===== src/rtl/moving_average_cfg.sv =====
// moving_average_cfg: moving-average filter with a window of 2^p samples, where p
// is chosen at run time. An optional 2-tap cascade stage can follow it.
// All window lengths share one circular sample buffer. The filter re-primes
// itself on every configuration change.
module moving_average_cfg #(
    parameter int DATA_IN_LEN = 10,
    parameter int MAX_POWER   = 4,
    parameter int SEL_W       = 3
) (
    input  logic                   clk,
    input  logic                   reset,
    input  logic [DATA_IN_LEN-1:0] data_in,
    input  logic                   strobe_in,
    input  logic [SEL_W-1:0]       win_sel,
    input  logic                   cascade_en,
    output logic [DATA_IN_LEN-1:0] data_out,
    output logic                   strobe_out,
    output logic                   settled
);

    localparam int DEPTH = 1 << MAX_POWER;
    localparam int SUM_W = DATA_IN_LEN + MAX_POWER;
    localparam int PTR_W = MAX_POWER;
    localparam int CNT_W = MAX_POWER + 1;

    typedef enum logic {FILL, RUN} state_t;

    // Window average: truncate the running sum by the window power.
    function automatic logic [DATA_IN_LEN-1:0] shift_trunc(input logic [SUM_W-1:0] s,
                                                            input logic [SEL_W-1:0] p);
        return DATA_IN_LEN'(s >> p);
    endfunction

    // Two-tap average. The extra bit in the intermediate holds the carry.
    function automatic logic [DATA_IN_LEN-1:0] avg2(input logic [DATA_IN_LEN-1:0] a,
                                                     input logic [DATA_IN_LEN-1:0] b);
        return DATA_IN_LEN'(({1'b0, a} + {1'b0, b}) >> 1);
    endfunction

    logic [DATA_IN_LEN-1:0] mem [DEPTH];
    logic [PTR_W-1:0]       wr_ptr;
    logic [SUM_W-1:0]       sum_q;
    logic [CNT_W-1:0]       fill_cnt;
    logic [SEL_W-1:0]       p_q;
    logic                   casc_q;
    state_t                 state;

    logic [SEL_W-1:0]       p_sel;
    logic                   cfg_change;
    logic [CNT_W-1:0]       win_p0;
    logic [PTR_W-1:0]       rd_idx_p0;
    logic [DATA_IN_LEN-1:0] old_p0;
    logic [SUM_W-1:0]       sum_base_p0;
    logic [CNT_W-1:0]       fill_base_p0;
    logic [SUM_W-1:0]       sum_p0;
    logic [CNT_W-1:0]       fill_p0;
    logic                   full_p0;
    logic [DATA_IN_LEN-1:0] s1_p0;

    logic [DATA_IN_LEN-1:0] s1_p1;
    logic                   full_p1;
    logic                   vld_p1;
    logic [DATA_IN_LEN-1:0] prev;

    // Stage 0: clamp the configuration and compute the updated window sum.
    // A sample that arrives together with a config change starts from an
    // empty window.
    always_comb begin
        p_sel        = (win_sel > SEL_W'(MAX_POWER)) ? SEL_W'(MAX_POWER) : win_sel;
        cfg_change   = (p_sel != p_q) || (cascade_en != casc_q);
        win_p0       = CNT_W'(1) << p_sel;
        // At the maximum window this index equals wr_ptr. The read sees the
        // value from before this cycle's write.
        rd_idx_p0    = wr_ptr - win_p0[PTR_W-1:0];
        sum_base_p0  = cfg_change ? '0 : sum_q;
        fill_base_p0 = cfg_change ? '0 : fill_cnt;
        old_p0       = (!cfg_change && fill_cnt == win_p0) ? mem[rd_idx_p0] : '0;
        // The sum can wrap in the middle of this expression. The final result
        // is still exact, because old_p0 is always part of sum_base_p0.
        sum_p0       = sum_base_p0 + SUM_W'(data_in) - SUM_W'(old_p0);
        fill_p0      = (fill_base_p0 == win_p0) ? fill_base_p0 : fill_base_p0 + CNT_W'(1);
        full_p0      = (fill_p0 == win_p0);
        s1_p0        = shift_trunc(sum_p0, p_sel);
    end

    // Sample buffer. Its contents never need clearing, because fill_cnt
    // decides which entries count.
    always_ff @(posedge clk) begin
        if (strobe_in) mem[wr_ptr] <= data_in;
    end

    // Control state: configuration tracking, window bookkeeping, the
    // FILL/RUN state machine, and both output stages.
    always_ff @(posedge clk) begin
        if (reset) begin
            sum_q      <= '0;
            wr_ptr     <= '0;
            fill_cnt   <= '0;
            prev       <= '0;
            s1_p1      <= '0;
            full_p1    <= 1'b0;
            vld_p1     <= 1'b0;
            state      <= FILL;
            p_q        <= p_sel;
            casc_q     <= cascade_en;
            data_out   <= '0;
            strobe_out <= 1'b0;
            settled    <= 1'b0;
        end else begin
            strobe_out <= 1'b0;
            vld_p1     <= strobe_in && cascade_en;

            if (cfg_change) begin
                // Re-prime. Any cascade result still in flight is dropped.
                p_q      <= p_sel;
                casc_q   <= cascade_en;
                state    <= FILL;
                sum_q    <= '0;
                fill_cnt <= '0;
                prev     <= '0;
            end else if (vld_p1) begin
                // Stage 2: cascade output. In RUN, prev already holds the
                // average of a full window.
                data_out   <= avg2(s1_p1, prev);
                strobe_out <= 1'b1;
                settled    <= full_p1 && (state == RUN);
                prev       <= s1_p1;
                if (full_p1) state <= RUN;
            end

            // Stage 1: accept the sample. Register the window average, either
            // as the output or for the cascade stage.
            if (strobe_in) begin
                sum_q    <= sum_p0;
                fill_cnt <= fill_p0;
                wr_ptr   <= wr_ptr + PTR_W'(1);
                if (cascade_en) begin
                    s1_p1   <= s1_p0;
                    full_p1 <= full_p0;
                end else begin
                    data_out   <= s1_p0;
                    strobe_out <= 1'b1;
                    settled    <= full_p0;
                    state      <= full_p0 ? RUN : FILL;
                end
            end
        end
    end

endmodule


===== config.mk =====
export PLATFORM = sky130hd
export DESIGN_NAME = moving_average_cfg
export DESIGN_NICKNAME = d
export VERILOG_FILES = /design/src/rtl/moving_average_cfg.sv
export SDC_FILE = /design/constraint.sdc
export NUM_CORES = 1
export LEC_CHECK = 0
export CORE_MARGIN = 4
export CORE_UTILIZATION = 40
export DETAILED_ROUTE_END_ITERATION = 12
export PLACE_DENSITY = 0.55
export SETUP_SLACK_MARGIN = 0.4
export SYNTH_ARGS = -nofsm -noshare
export SYNTH_HDL_FRONTEND = slang
export SYNTH_SLANG_ARGS = --single-unit

===== constraint.sdc =====
create_clock -name clk -period 13.5 [get_ports clk]
set_input_delay 2.7 -clock clk [delete_from_list [all_inputs] [get_ports clk]]
set_output_delay 2.7 -clock clk [all_outputs]
set_load 0.05 [all_outputs]

# --- Yosys cells after proc, flatten, opt, wreduce, memory -nomap -nowiden ---
# Memory sizes are Yosys's and may differ from the RTL's.
# Index checks and enable logic that the tools add are counted.
word_totals:
  ram_bits: 160
  word_cells: 67
  out_inout_bits: 12
  n_memories: 1
  input_bits: 17
  reg_bits: 62
mem_list:
  columns: ["memory", "words", "width", "rd", "rd_clocked_by_memory_dff", "write_ports", "line_no", "text"]
  rows:
  - ["mem", 16, 10, 1, 0, 1, "40", "logic [DATA_IN_LEN-1:0] mem [DEPTH];"]
classes:
  shifts: 2
  magnitude_cmp: 1
  eq_ne: 5
  n_reduce_logical: 8
  n_mux: 31
  n_addsub: 6
ops:
  columns: ["operator", "count"]
  rows:
  - ["two-way mux 10 bit", 5]
  - ["two-way mux 14 bit", 2]
  - ["two-way mux 1 bit", 18]
  - ["equality test 5 bit", 3]
  - ["two-way mux 5 bit", 3]
  - ["adder 14 x 10 -> 14 bit", 1]
  - ["right shift 14 x 3 -> 10 bit", 1]
  - ["subtractor 14 x 10 -> 14 bit", 1]
  - ["adder 10 x 10 -> 11 bit", 1]
  - ["two-way mux 3 bit", 3]
  - ["adder 5 x 1 -> 5 bit, second input constant", 1]
  - ["<< shifter 1 x 3 -> 5 bit, first input constant", 1]
  - ["adder 4 x 1 -> 4 bit, second input constant", 1]
  - ["subtractor 4 bit", 1]
  - ["greater-than comparator 3 bit, second input constant", 1]
  - ["logical AND 1 bit", 3]
  - ["inequality test 3 bit", 1]
  - ["AND reduction 2 bit", 1]
  - ["nonzero test 2 bit", 1]
  - ["OR reduction 2 bit", 1]
  - ["logical NOT 1 bit", 1]
  - ["logical OR 1 bit", 1]
  - ["inequality test 1 bit", 1]

# --- Depth between registers and ports, before layout ---
# Gate-level depths: netlist of the first run.
depth:
  ltp_word: 11
  depth_mapped: 24
  mapped_depth_nobuf: 22

# --- Worst setup path before layout of the first run ---
# No wires, ideal clock.
synth_timing:
  path_kind: "input-to-reg"
  startpoint: "input win_sel[2]"
  endpoint: "register s1_p1[9]"
  path_stages: 19
  setup_slack_ps: 4970
  n_path_buf: 4
  arrival_ps: 8442
  setup_ps: 88
  required_ps: 13412
  path_cell_list: "clkbuf_1 -> nor3_1 -> nand2_1 -> fa_1 -> clkbuf_1 -> clkbuf_1 -> mux4_2 -> mux2_2 -> o211ai_1 -> fa_1 -> ha_1 -> clkbuf_2 -> a2111o_1 -> or4_4 -> a2111oi_4 -> a311oi_2 -> mux2_2 -> a211o_1 -> a311oi_2"
synth_between:
  elab_chain_len: 9
  elab_cells_between_ends: 15
  cone_classes: "3 x add/sub; 1 x order compare; 2 x eq/ne; 2 x shift; 3 x mux; 3 x reduce/logical; 1 x memory"
synth_lines:
  columns: ["element", "line_no", "text"]
  rows:
  - ["from (decl)", "14", "input logic [SEL_W-1:0] win_sel,"]
  - ["greater-than comparator 3 bit", "69", "p_sel = (win_sel > SEL_W'(MAX_POWER)) ? SEL_W'(MAX_POWER) : win_sel;"]
  - ["two-way mux 3 bit (*)", "69", null]
  - ["parallel branches: the longest is 6 deep, another holds subtractor 14 x 10 -> 14 bit", null, null]
  - ["right shift 14 x 3 -> 10 bit (*)", "31", "return DATA_IN_LEN'(s >> p);"]
  - ["to (signal assigned)", "138", "s1_p1 <= s1_p0;"]
  - ["to (decl)", "60", "logic [DATA_IN_LEN-1:0] s1_p1;"]
# Every way passes the cells marked *.
# A chain may end at the register's enable or synchronous reset.

# --- Worst setup path after layout of the first run ---
layout_timing:
  startpoint: "input win_sel[1]"
  endpoint: "register data_out[7]"
layout_between:
  elab_chain_len: 11
  elab_cells_between_ends: 18
  cone_classes: "3 x add/sub; 1 x order compare; 2 x eq/ne; 2 x shift; 6 x mux; 3 x reduce/logical; 1 x memory"
layout_lines:
  columns: ["element", "line_no", "text"]
  rows:
  - ["greater-than comparator 3 bit", "69", null]
  - ["two-way mux 3 bit (*)", "69", null]
  - ["parallel branches: the longest is 8 deep, another holds subtractor 14 x 10 -> 14 bit", null, null]
  - ["two-way mux 10 bit (*)", "133", "if (strobe_in) begin"]
  - ["to (signal assigned)", "124", "data_out <= avg2(s1_p1, prev);"]
  - ["to (signal assigned)", "141", "data_out <= s1_p0;"]
  - ["to (decl)", "16", "output logic [DATA_IN_LEN-1:0] data_out,"]
# Marks and branches as above.

==> results of run 1 <==
## flip-flops by register name, indices dropped and copies added (netlist names)
signal and count:
full_p1 1, vld_p1 1, sum_q 14, s1_p1 10
data_out 10, strobe_out 1, wr_ptr 4, casc_q 1
settled 1, prev 10, state 1, mem 160
fill_cnt 5, p_q 3
## layout make-up
cell class              count  area [um^2]  share of cell area, %
flip-flops and latches    222         6090                   48.9
multi-input cells         553         4590                   36.9
clock buffers              36          687                   5.52
well taps                 372          465                   3.74
repair buffers             40          365                   2.94
inverters                  47          176                   1.42
clock inverters             9         80.1                  0.643
## worst min-delay path by stage
stage | slack, ps | depth (start not counted) | from | to
finish | 480 | 2 | full_p1 | full_p1
global route | 520 | 2 | full_p1 | full_p1
CTS | 480 | 2 | full_p1 | full_p1
detailed placement | 470 | 2 | full_p1 | full_p1
global placement | 470 | 2 | full_p1 | full_p1
floorplan | 450 | 2 | full_p1 | full_p1
## cell families after synthesis
kind of cell,share of synthesized area [%]
flops,54.9
compound gates,10.7
simple gates,9.88
fa+ha+maj,5.55
xor+xnor,2.84
buf+inv,3.96
mux,12.1
## critical path: stages
cell and delay (ps):
clkdlybuf4s50_1 1000, clkinv_1 500, nor3_1 500, inv_1 160, ha_1 350, a21o_1 200
xnor2_2 720, nand2_1 110, o211a_1 190, fa_1 560, inv_1 60, ha_1 300
a211oi_1 240, o21bai_1 150, o21a_1 260, o311ai_0 990, mux4_2 460, o21ai_0 90
a211oi_1 230
## cells in the final DEF (no fill, tap or decap), drive strengths merged, types with 27 or more instances in the layout
| cell | instances |
|---|---|
| edfxtp | 164 |
| a211oi | 34 |
| nand2 | 60 |
| clkbuf | 36 |
| inv | 47 |
| ha | 30 |
| dfxtp | 58 |
| clkdlybuf4s50 | 27 |
| mux4 | 42 |
| nor2 | 75 |
| a21oi | 44 |
## stage by stage
stage,utilization [%],std cells,power (mW),hold slack [ps],area [um^2]
finish,45.9,1279,1.68,483,12400
detailed placement,43.1,1234,1.06,473,11700
global route,45.9,1279,1.76,522,12400
floorplan,-,872,0.979,450,11100
CTS,45.9,1279,1.70,482,12400
global placement,43.1,1234,1.06,470,11700
## routing by layer
layer | share of wire [%] | vias up | GRT usage, %
met5 | 0 | - | 0
met4 | 2.6 | 0 | 4.68
met3 | 3.9 | 40 | 2.70
met2 | 47 | 122 | 26.2
met1 | 46 | 3398 | 22.5
li1 | - | 3301 | -
## power groups by stage
stage | sequential, mW | clock [mW] | combinational (mW)
global placement | 0.774 | 0 | 0.281
finish | 0.760 | 0.640 | 0.280
global route | 0.761 | 0.687 | 0.308
detailed placement | 0.774 | 0 | 0.282
CTS | 0.760 | 0.660 | 0.283
floorplan | 0.780 | 0 | 0.199
==> metrics.md, run 1 <==
| Metric | Value |
|---|---|
| Diode count | `0` |
| Post-Syn Area per Cell | `12.7 um^2` |
| Comb pwr share | `16.7%` |
| Psw | `between 0.4 and 0.5 mW` |
| Layout cells sized above 1 | `13.2%` |
| Crit path DAT | `~9800 ps` |
| IO Port Bufs | `28` |
| Syn_nets | `931` |
| Reg2Reg Depth | `17` |
| Synth-to-layout area growth | `12.3%` |
| Pwr/cell area | `135 mW/mm^2` |
| CTS root buf | `clkbuf_16` |
| Hold Crit Class | `reg -> reg` |
| Fillers | `2,476` |
| Clk_skew | `just over 7 ps` |
| Pins Over Slew Limit | `0` |
| Top-level port count | `29` |
| DRT Wirelength | `24.6 mm` |
| Final count of hold timing violations | `0` |
| Synth area leaders | `edfxtp_1 (44%), dfxtp_1 (10%), mux4_2 (8.5%)` |
| Max_cap viols | `0` |
| Clock power share | `38.1%` |
| Initial antenna violation count | `0` |
| Synth top area share | `44.4%` |
| VDD IR-drop max | `0.0000892 V` |
| Fin crit share | `between 60% and 70%` |
| Critical path class | `in -> reg` |
| FF+latch count, synth | `roughly 220` |
| Clock Path Buffers | `3` |
| Worst-Skew Late Latency | `530 ps` |
| Internal | `1.24 mW` |
| Critical Path End | `data_out[7]` |
| Post-synth EDFFs | `164` |
| Seq/Total Area, Yosys | `54.9%` |
| Status | `finished, final reports clean` |
| Highest Clock Rate | `0.107 GHz` |
| Post-cts gate resize count | `0` |
| GR Overflow Total | `0` |
| CTS Buf Count | `25` |
| Setup repair bufs after CTS | `0` |
| Critical Path Start | `win_sel[1]` |
| Die H | `174 um` |
| Most used flip-flop cell after synthesis | `edfxtp_1` |
| Worst path required time | `13,940 ps` |
| Clock sinks | `roughly 220` |
| Final setup viols | `0` |
| DR WL/cell | `between 15 and 20 um` |
| Setup TNS | `0 ps` |
| Slew @ Worst Pin | `around 1200 ps` |
| Post-DP HPWL | `roughly 16 mm` |
| Max-slew headroom | `21.9%` |
| DRT iter0 DRCs | `443` |
| Gpl congestion | `between 0.8 and 0.9` |
| Antenna viol nets, final | `0` |
| Worst-path clk slew | `60 ps` |
| Max H-tree Level | `1` |
| Yosys Warn Count | `0` |
| Worst Setup End Kind | `flip-flop` |
| Gr usage total | `16.2%` |
| Post-Synthesis Cells | `roughly 870` |
| Cell leakage power | `4.36 nW` |
| First-pass DRT Iterations | `5` |
| Vias in the first global route | `roughly 7,000` |
| Ys async rst share | `0%` |
| Global-route wire length before repair | `39.5 mm` |
| Die area | `roughly 0.03 mm^2` |
| R2R Path End | `data_out[7]` |
| Synth Cell Area | `0.0111 mm^2` |
| Dpl ws | `3620 ps` |
| Sequential share of power | `a little under half` |
| Hold Buf Count CTS | `0` |
| R2r setup slk | `7360 ps` |
| Via count of the routed design | `6,861` |
| Post-route DRC | `0` |
| RSZ-0062 raised after global routing | `no` |
| Std-Cell Core Area | `0.0271 mm^2` |
| Sw Share | `between 20% and 30%` |
| Setup ws final | `4150 ps` |
| Initial Util | `40.9%` |
| CP Launch Type | `input port` |
| Vias/cell | `5.36` |
| Fin nets | `948` |
| Top-count cell post-synth | `edfxtp_1` |
| Horiz. Die Dim | `174 um` |
| Tmin final | `9350 ps` |
| Peak fanout along the critical path | `22` |
| Commonest cells post-synth | `edfxtp_1 (164), nor2_1 (75), nand2_1 (60)` |
| Largest net degree at the start of global routing | `49` |
| FP Rows | `60` |
| R2R Path Start | `wr_ptr[0]` |
| Yosys cell types | `74` |
| Synth area leader | `edfxtp_1` |
| CTS tree | `built` |
(Power assumes the default switching activity.)
==> run 2: changes to the inputs <==
- clock period: 13.5 -> 8.76 ns (I/O delays scaled with it)
==> run 2 against run 1 <==
  * Clock skew increased by 3.8 ps
  * Via count increased by 0.61%
  * Utilization increased by 0.074 points
  * Hold slack about the same
  * Die area unchanged
  * Sequential power increased by 54%
  * Flip-flop and latch count unchanged
  * Critical endpoint is now s1_p1[9]
  * Highest routed layer unchanged
==> metrics.md, run 2 (synthesis gave the netlist of run 1 again) <==
| Metric | Value |
|---|---|
| Status | `finished, final reports clean` |
| Clk_skew | `10.8 ps (+3.79 ps)` |
| Diode count | `0 (unchanged)` |
| First-pass DRT Iterations | `5 (unchanged)` |
| CTS tree | `built` |
| Area post-placement | `0.0117 mm^2 (+0.47%)` |
| Layout cells sized above 1 | `13.5% (+0.27 points)` |
| Horiz. Die Dim | `174 um (unchanged)` |
| Hold depth | `2 (unchanged)` |
| Final count of hold timing violations | `0 (unchanged)` |
| Antenna viol nets, final | `0 (unchanged)` |
| Die H | `174 um (unchanged)` |
| IO Port Bufs | `28 (unchanged)` |
| Gpl congestion | `0.844 (+1.7%)` |
| Slew @ Worst Pin | `958 ps (-199 ps)` |
| Highest Clock Rate | `0.136 GHz` |
| Fin crit share | `84.0%` |
| Fin nets | `952 (+0.42%)` |
| Vias in the first global route | `6,878 (-1.6%)` |
| Setup ws final | `1410 ps (-2750 ps)` |
| Vias/cell | `5.38 (+0.30%)` |
| Setup repair bufs after CTS | `0 (unchanged)` |
| Hold Buf Count CTS | `0 (unchanged)` |
| Setup TNS | `0 ps (unchanged)` |
| Clock sinks | `222 (unchanged)` |
| Max-slew headroom | `36.1% (+14 points)` |
| Final setup viols | `0 (unchanged)` |
| Top-level port count | `29 (unchanged)` |
| Slowest library cell on the worst path | `fa_2` |
| Critical path's largest stage delay | `590 ps (-410 ps)` |
| Max H-tree Level | `1 (unchanged)` |
| Via count of the routed design | `6,903 (+0.61%)` |
| Clock Path Buffers | `3 (unchanged)` |
| Synth-to-layout area growth | `12.5%` |
| Max reg flops | `160 (unchanged)` |
| Most frequent cells in the layout | `edfxtp_1 (164), nor2_1 (75), nand2_1 (60)` |
| Std-Cell Core Area | `0.0271 mm^2 (unchanged)` |
| Multi-input combinational cell area | `0.00459 mm^2 (unchanged)` |
| Global-route wire length before repair | `40.0 mm (+1.3%)` |
| FP Rows | `60 (unchanged)` |
| Fin area | `0.0125 mm^2 (+0.16%)` |
| CP Launch Type | `input port` |
| Hold Crit Class | `reg -> reg` |
| Commonest non-fill, non-tap cell in the layout | `edfxtp_1` |
| Gr usage total | `16.5% (+0.30 points)` |
| DRT Wirelength | `25.0 mm (+1.4%)` |
| Tmin final | `approximately 7400 ps` |
| Die area | `0.0304 mm^2 (unchanged)` |
| Post-route DRC | `0 (unchanged)` |
| Crit path DAT | `7790 ps (-2000 ps)` |
| Post-cts gate resize count | `0 (unchanged)` |
| Worst-path clk slew | `60 ps (about the same)` |
| Max_cap viols | `0 (unchanged)` |
| Reg2Reg Depth | `16 (-1)` |
| VDD IR-drop max | `0.000152 V (+70%)` |
| Post-Route Utilization | `46.0% (+0.074 points)` |
| Worst-path cell chain | `clkdlybuf4s50_1 -> buf_4 -> nor3_1 -> nand2_1 -> fa_2 -> buf_12 -> mux4_2 -> mux2_2 -> o211ai_1 -> fa_1 -> ha_1 -> a2111o_1 -> or4_4 -> a2111oi_4 -> a311oi_2 -> mux2_2 -> a211o_1 -> a311oi_2` |
| Top Registers | `mem (160), sum_q (14)` |
| Critical path class | `in -> reg` |
| Largest net degree at the start of global routing | `49 (unchanged)` |
| Pins Over Slew Limit | `0 (unchanged)` |
| Initial antenna violation count | `0 (unchanged)` |
| CTS root buf | `clkbuf_16` |
| CTS Buf Count | `25 (unchanged)` |
| RSZ-0062 raised after global routing | `no` |
| Worst path required time | `9200 ps (-4740 ps)` |
| Dpl ws | `879 ps (-2750 ps)` |
| FF/Latch Area | `0.00609 mm^2 (unchanged)` |
| Peak fanout along the critical path | `40 (+82%)` |
| Post-DP HPWL | `16.5 mm (+1.5%)` |
| Fillers | `2,452 (-0.97%)` |
| Cell leakage power | `4.38 nW (+0.29%)` |
| DR WL/cell | `19.5 um (+1.1%)` |
| Worst Setup End Kind | `flip-flop` |
| Initial Util | `40.9% (unchanged)` |
| DRT iter0 DRCs | `505 (+14%)` |
| GR Overflow Total | `0 (unchanged)` |
| Largest Register | `mem` |
| Pwr/cell area | `205 mW/mm^2 (+52%)` |
| Hold WS | `482 ps (-0.315 ps)` |
| Worst-Skew Late Latency | `530 ps (about the same)` |
run 2: power by group:
part	leakage [nW]	internal (mW)	switching (mW)
clock network	0.359	0.536	0.412
logic	2.05	0.187	0.253
registers	1.96	1.16	0.0149
total	4.38	1.88	0.680
run 2: layout make-up:
cell class,count,share of cell area [%]
Tap cell,372,3.73
Sequential cell,222,48.8
Inverter,47,1.42
Clock inverter,10,0.472
Clock buffer,35,5.40
Timing Repair Buffer,44,3.37
Multi-Input combinational cell,553,36.8
run 2: layer usage:
layer  routed length [um]  up-vias  global-route usage (%)
li1                     -     3316                       -
met1                11800     3429                    23.2
met2                11900      122                    27.3
met3                  738       36                    2.31
met4                  532        0                    3.66
met5                    0        -                       0
run 2: worst max-delay path: cells and delay by family:
kind,cells,cell delay [ps]
buf+inv,3,890
mux,3,1080
fa+ha+maj,3,1310
simple gates,3,1070
compound gates,6,1640
run 2: final timing paths:
| check | start | endpoint | slack (ps) |
|---|---|---|---|
| worst max-delay path | win_sel[1] | s1_p1[9] | 1410 |
| worst min-delay path | full_p1 | full_p1 | 480 |
| worst max register to register | wr_ptr[0] | s1_p1[9] | 3120 |
| worst min register to register | full_p1 | full_p1 | 480 |
run 2: metrics by stage:
stage / cells / power, mW
3_3_place_gp: 1238 / 1.63
5_1_grt: 1283 / 2.67
2_1_floorplan: 872 / 1.51
4_1_cts: 1283 / 2.59
3_5_place_dp: 1238 / 1.64
6_report: 1283 / 2.56
